==> config.mk <==
export PLATFORM = sky130hd
export DESIGN_NAME = cam_dvp_pattern_gen
export DESIGN_NICKNAME = d
export VERILOG_FILES = /design/src/rtl/cam_dvp_pattern_gen_pkg.sv /design/src/rtl/cam_dvp_pattern_gen_pattern.sv /design/src/rtl/cam_dvp_pattern_gen.sv
export SDC_FILE = /design/constraint.sdc
export NUM_CORES = 1
export LEC_CHECK = 0
export ABC_AREA = 1
export CORE_ASPECT_RATIO = 1.1
export CORE_UTILIZATION = 32
export DETAILED_ROUTE_END_ITERATION = 7
export GPL_ROUTABILITY_DRIVEN = 0
export PLACE_DENSITY = 0.53
export SLEW_MARGIN = 10
export SYNTH_ARGS = -nofsm -noshare
export SYNTH_HDL_FRONTEND = slang
export SYNTH_SLANG_ARGS = --single-unit
export TNS_END_PERCENT = 10
==> constraint.sdc <==
create_clock -name xipMCLK -period 4.45 [get_ports xipMCLK]
set_input_delay 0.89 -clock xipMCLK [delete_from_list [all_inputs] [get_ports xipMCLK]]
set_output_delay 0.89 -clock xipMCLK [all_outputs]
set_load 0.02 [all_outputs]
==> src/rtl/cam_dvp_pattern_gen_pkg.sv <==
// cam_dvp_pattern_gen_pkg: shared FSM states, pattern codes and RGB565 bar colours.
package cam_dvp_pattern_gen_pkg;
  typedef enum logic [2:0] {ST_IDLE, ST_VSYNC, ST_VBACK, ST_ACTIVE, ST_VFRONT} state_t;
  typedef enum logic [1:0] {PAT_BARS, PAT_RAMP, PAT_CNT, PAT_FRAME} pat_t;
  localparam logic [15:0] BAR_RGB [8] = '{16'hFFFF, 16'hFFE0, 16'h07FF, 16'h07E0,
                                          16'hF81F, 16'hF800, 16'h001F, 16'h0000};
endpackage

==> src/rtl/cam_dvp_pattern_gen_pattern.sv <==
// cam_dvp_pattern_gen_pattern: combinational RGB565 test-pattern byte selector.
module cam_dvp_pattern_gen_pattern
  import cam_dvp_pattern_gen_pkg::*;
#(
  parameter int H_PIXELS = 640
) (
  input  logic [1:0]  i_pat,
  input  logic [14:0] i_p,
  input  logic        i_b,
  input  logic [7:0]  i_byte_cnt,
  input  logic [7:0]  i_frame_id,
  output logic [7:0]  o_d
);
  logic [2:0]  w_bar;
  logic [15:0] w_rgb;
  assign w_bar = 3'(i_p / 15'(H_PIXELS / 8));
  assign w_rgb = BAR_RGB[w_bar];
  assign o_d = (i_pat == PAT_BARS) ? (i_b ? w_rgb[7:0] : w_rgb[15:8]) :
               (i_pat == PAT_RAMP) ? i_p[7:0] :
               (i_pat == PAT_CNT)  ? i_byte_cnt : i_frame_id;
endmodule

==> src/rtl/cam_dvp_pattern_gen.sv <==
// cam_dvp_pattern_gen: OV7670-style DVP source (FSM, counters, PCLK); PCLK = MCLK/2.
// Define CAM_GEN_PCLK_GATE_EN to hold PCLK low outside HREF (plus one preamble period).
module cam_dvp_pattern_gen
  import cam_dvp_pattern_gen_pkg::*;
#(
  parameter int H_PIXELS    = 640,
  parameter int V_LINES     = 480,
  parameter int H_BLANK     = 144,
  parameter int VSYNC_LINES = 3,
  parameter int V_BACK      = 17,
  parameter int V_FRONT     = 10
) (
  input  logic       xipMCLK,
  input  logic       xinRESET,
  input  logic       xipEN,
  input  logic [1:0] xipPAT,
  output logic       xopCAM_PCLK,
  output logic       xopCAM_VSYNC,
  output logic       xopCAM_HREF,
  output logic [7:0] xopCAM_D,
  output logic       xopFRAME_DONE,
  output logic [7:0] xopFRAME_CNT
);
  localparam int LINE = 2 * H_PIXELS + H_BLANK;
  if (H_PIXELS % 8 != 0) begin : g_bad_h_pixels
    $error("cam_dvp_pattern_gen: H_PIXELS must be a multiple of 8");
  end
  state_t      r_state, w_next;
  logic        r_pclk, r_done;
  logic [15:0] r_h;
  logic [11:0] r_v, w_lines;
  logic [1:0]  r_pat;
  logic [7:0]  r_byte, r_fid, r_fcnt, w_pat_d;
  logic        w_line_end, w_last_line, w_state_end, w_fdone, w_vs_rise, w_href;
  assign w_lines = (r_state == ST_VBACK)  ? 12'(V_BACK) :
                   (r_state == ST_ACTIVE) ? 12'(V_LINES) :
                   (r_state == ST_VFRONT) ? 12'(V_FRONT) : 12'(VSYNC_LINES);
  assign w_line_end  = r_h == 16'(LINE - 1);
  assign w_last_line = r_v == w_lines - 12'd1;
  // r_pclk high means this MCLK edge is the PCLK falling edge where outputs may move
  assign w_state_end = r_pclk && w_line_end && w_last_line;
  assign w_fdone     = (r_state == ST_VFRONT) && w_state_end;
  assign w_vs_rise   = (w_next == ST_VSYNC) && (r_state != ST_VSYNC);
  assign w_href      = (r_state == ST_ACTIVE) && (r_h < 16'(2 * H_PIXELS));
  always_comb begin
    w_next = r_state;
    case (r_state)
      ST_IDLE:   w_next = (r_pclk && xipEN) ? ST_VSYNC : ST_IDLE;
      ST_VSYNC:  w_next = w_state_end ? ST_VBACK : ST_VSYNC;
      ST_VBACK:  w_next = w_state_end ? ST_ACTIVE : ST_VBACK;
      ST_ACTIVE: w_next = w_state_end ? ST_VFRONT : ST_ACTIVE;
      ST_VFRONT: w_next = !w_state_end ? ST_VFRONT : xipEN ? ST_VSYNC : ST_IDLE;
      default:   w_next = ST_IDLE;
    endcase
  end
  always_ff @(posedge xipMCLK or negedge xinRESET)
    if (!xinRESET) r_state <= ST_IDLE;
    else r_state <= w_next;
  always_ff @(posedge xipMCLK or negedge xinRESET)
    if (!xinRESET) begin
      r_pclk <= 1'b0;
      r_done <= 1'b0;
      r_fcnt <= '0;
      r_h    <= '0;
      r_v    <= '0;
      r_pat  <= '0;
      r_fid  <= '0;
      r_byte <= '0;
    end else begin
      r_pclk <= !r_pclk;
      r_done <= w_fdone;
      r_fcnt <= r_fcnt + {7'd0, w_fdone};
      if (r_pclk) begin
        r_h <= (r_state == ST_IDLE || w_line_end) ? '0 : r_h + 16'd1;
        r_v <= (w_next != r_state) ? '0 : r_v + {11'd0, w_line_end};
      end
      // frame id takes the count including the frame completing on this same edge
      if (w_vs_rise) begin
        r_pat  <= xipPAT;
        r_fid  <= r_fcnt + {7'd0, w_fdone};
        r_byte <= '0;
      end else if (r_pclk && w_href) r_byte <= r_byte + 8'd1;
    end
  cam_dvp_pattern_gen_pattern #(.H_PIXELS(H_PIXELS)) u_pattern (
    .i_pat     (r_pat),
    .i_p       (r_h[15:1]),
    .i_b       (r_h[0]),
    .i_byte_cnt(r_byte),
    .i_frame_id(r_fid),
    .o_d       (w_pat_d)
  );
`ifdef CAM_GEN_PCLK_GATE_EN
  logic w_pre;
  assign w_pre = w_line_end && (((r_state == ST_VBACK) && w_last_line) ||
                                ((r_state == ST_ACTIVE) && !w_last_line));
  assign xopCAM_PCLK = r_pclk && (w_href || w_pre);
`else
  assign xopCAM_PCLK = r_pclk;
`endif
  assign xopCAM_VSYNC  = r_state == ST_VSYNC;
  assign xopCAM_HREF   = w_href;
  assign xopCAM_D      = w_href ? w_pat_d : 8'h00;
  assign xopFRAME_DONE = r_done;
  assign xopFRAME_CNT  = r_fcnt;
endmodule

==> run summary <==
Outcome -> finished, violations left
Violations in the final reports -> setup timing
Floorplan die height -> 118 um
Power Density -> 268 nW/um2
Clock-pin slew reported for the worst setup and hold paths after clock tree synthesis -> 0.05 ns
Maximum VDD drop -> 182 uV
All-Layer GR Usage -> 15.5%
Effective utilization at floorplan -> 33.4%
Total die area -> 12600 um2
Total number of clock tree sinks -> 59
Final slew viol count -> 0
Pre-CTS setup slack -> -0.348 ns
Root buffer selected by CTS -> sky130_fd_sc_hd__clkbuf_16
Worst rel slew slack -> 59.7%
Number of vias per cell -> 4.97
Setup repair after global routing missed its margin -> true
Iteration-0 DRC count of the detailed router -> 208
First-pass GRT wire length -> 15800 um
Final hold violation count -> 0
Biggest fanout along the worst timing path -> 4
Static leakage power -> 0.00249 uW
Routed length per placed instance -> 13.0 um
Most numerous cell types in the synthesized netlist -> 121 x sky130_fd_sc_hd__nand2_1, 59 x sky130_fd_sc_hd__dfrtp_1, 50 x sky130_fd_sc_hd__nor2_1, 47 x sky130_fd_sc_hd__inv_1, 37 x sky130_fd_sc_hd__nand3_1
Most used flip-flop cell after synthesis -> sky130_fd_sc_hd__dfrtp_1
Number of nets in the synthesized netlist -> 543
Top cell type's share of synthesized area -> 37.8%
First-pass detailed-route iteration total -> 5
Inserted Clock Buffers -> 9
Portion of the post-synthesis area used by sequential elements -> 37.8%
Largest area contributor in the netlist -> sky130_fd_sc_hd__dfrtp_1
Library cell with the highest instance count after synthesis -> sky130_fd_sc_hd__nand2_1
Sequential cell area -> 1480 um2
Final-report setup violation count -> 8
Total vias in the final route -> 3674
Total inserted antenna cells -> 0
Cells after synthesis -> 530
Final critical delay including setup and external delays -> 4.82 ns
FFs w/ async S/R, synth -> 100%
CP arrival -> 3.93 ns
Type of element launching the critical path -> flop
Fraction of final layout cells with drive strength greater than 1 -> 23.3%
Max Freq -> 0.207 GHz
Port Buf Inserts -> 24
Skew final -> 0.00586 ns
Cell row count -> 41
Area used by multi-input combinational logic -> 2310 um2
EDFF count, synth -> 0
Initial antenna violation count -> 0
Standard cell area after detailed placement -> 4440 um2
Tightest Pin Transition -> 0.602 ns
CP most frequent cell -> sky130_fd_sc_hd__nand2_4
Highest-delay cell along the critical path -> sky130_fd_sc_hd__dfrtp_1
Maximum number of pins on one net before global-route repair -> 39
Ranking of synthesized cells by area -> sky130_fd_sc_hd__dfrtp_1 38%, sky130_fd_sc_hd__nand2_1 12%, sky130_fd_sc_hd__nor2_1 4.8%
Inst Count DP -> 717
Setup crit end kind -> output port
Total grt overflow -> 0
TritonCTS clock tree -> done
Worst hold margin -> 0.484 ns
Synthesis warning total -> 0
Post-route worst setup slack -> -0.371 ns
Layout Area Growth over Synthesis -> 28.9%
DRC errors left -> 0
Nets@finish -> 597
CTS Buffer Depth -> 2
Crit path kind -> reg2out
Number of maximum-capacitance constraint violations -> 0
Post-detailed-placement half-perimeter wirelength -> 6910 um
Synth Register Bits -> 59
Number of cells in the finished layout apart from fillers -> 739
Number of hold-repair buffers added at the cts stage -> 0
Total Power -> 1350 uW
Path category of the worst min-delay check -> reg2reg
Post-route cell area -> 5030 um2
WP data required -> 3.56 ns
Floorplan core area -> 11700 um2
Vias in the first global route -> 3516
Share of the clock period used by the worst path after layout -> 108%
Mean area per synthesized cell -> 7.36 um2
Area of the mapped netlist -> 3900 um2
Post-DRT Antenna Nets -> 0
Width of the die -> 107 um
Crit-path max cell delay -> 0.41 ns
Routed Wire Length -> 9600 um
Distinct cells, synth -> 39
Worst-skew pair later-pin latency -> 0.32 ns
Fill cell instance count of the final layout -> 1226
Number of primary I/O pins -> 25
Number of H-tree levels -> 3
[metrics by stage]
stage               TNS, ns  util (%)
floorplan                 0         -
detailed placement    -2.60      37.9
finish                -2.76      43.0
global route          -4.91      43.0
CTS                   -1.66      40.9
global placement      -1.91      37.9
[worst max-delay path: cells and delay by family, from the launching register on]
family,cells,cell delay (ns)
DFF,1,0.41
buffers and inverters,3,0.31
AOI/OAI and AO/OA,2,0.24
and+or+nand+nor,32,2.62
[state kept, by name, summed over array words and instances, names as in the netlist]
| name | count |
|---|---|
| xopFRAME_DONE | 1 |
| r_h | 16 |
| r_state | 3 |
| xopCAM_PCLK | 1 |
| xopFRAME_CNT | 8 |
| r_fid | 8 |
| r_pat | 2 |
| r_byte | 8 |
| r_v | 12 |
[cell usage in the layout (no fill, tap or decap), types with 19 or more instances in the layout]
cell                      count
sky130_fd_sc_hd__a21oi_1     24
sky130_fd_sc_hd__buf_4       31
sky130_fd_sc_hd__dfrtp_1     58
sky130_fd_sc_hd__inv_1       47
sky130_fd_sc_hd__nand2_1    106
sky130_fd_sc_hd__nand2_2     27
sky130_fd_sc_hd__nand2_4     19
sky130_fd_sc_hd__nand3_1     31
sky130_fd_sc_hd__nor2_1      50
sky130_fd_sc_hd__nor3_1      23
sky130_fd_sc_hd__o21ai_0     34
[path summary, 6_finish.rpt]
| kind | start | to | slack [ns] | depth (start not counted) |
|---|---|---|---|---|
| min in group asynchronous | xinRESET | xopFRAME_CNT[6]$_DFF_PN0_ | 0.52 | 1 |
| min | r_fid[6]$_DFFE_PN0P_ | r_fid[6]$_DFFE_PN0P_ | 0.48 | 2 |
| max | r_h[14]$_DFFE_PN0P_ | xopCAM_D[3] | -0.37 | 37 |
| max reg2reg | r_state[2]$_DFF_PN0_ | r_byte[7]$_DFFE_PN0P_ | 0.42 | 19 |
| max in group asynchronous | xinRESET | r_h[15]$_DFFE_PN0P_ | 3.03 | 2 |
| min reg2reg | r_fid[6]$_DFFE_PN0P_ | r_fid[6]$_DFFE_PN0P_ | 0.48 | 2 |
[kinds of logic after synthesis]
logic type	count (synthesis)	share of synthesized area (%)
fa+ha+maj	8	2.57
compound gates	85	12.0
buf+inv	70	8.21
simple gates	293	36.0
flops	59	37.8
xor+xnor	15	3.37
[layer usage]
metal,GRT usage [%],share of wire (%),vias to the layer above
li1,-,-,1862
met1,19.8,46,1752
met2,26.2,51,50
met3,2.71,2.6,10
met4,5.48,1.2,0
met5,0,0,-
[layout make-up]
type | instances | share of cell area (%)
multi-input cells | 401 | 45.9
flip-flops and latches | 59 | 29.4
repair buffers | 51 | 8.61
inverters | 62 | 5.52
clock buffers | 11 | 4.83
well taps | 150 | 3.73
clock inverters | 5 | 1.99
[report_power, final]
group | total [uW] | switching [uW] | internal (uW)
clock network | 797 | 237 | 560
registers | 537 | 0 | 537
logic | 13.8 | 10.7 | 3.16
[timing repair]
action | 4_1_cts | 5_1_grt
buffers inserted | 2 | 4
gates resized for setup | 43 | 50
pin swaps | 2 | 23
setup endpoints to repair | 8 | 8
(Power assumes the default switching activity.)
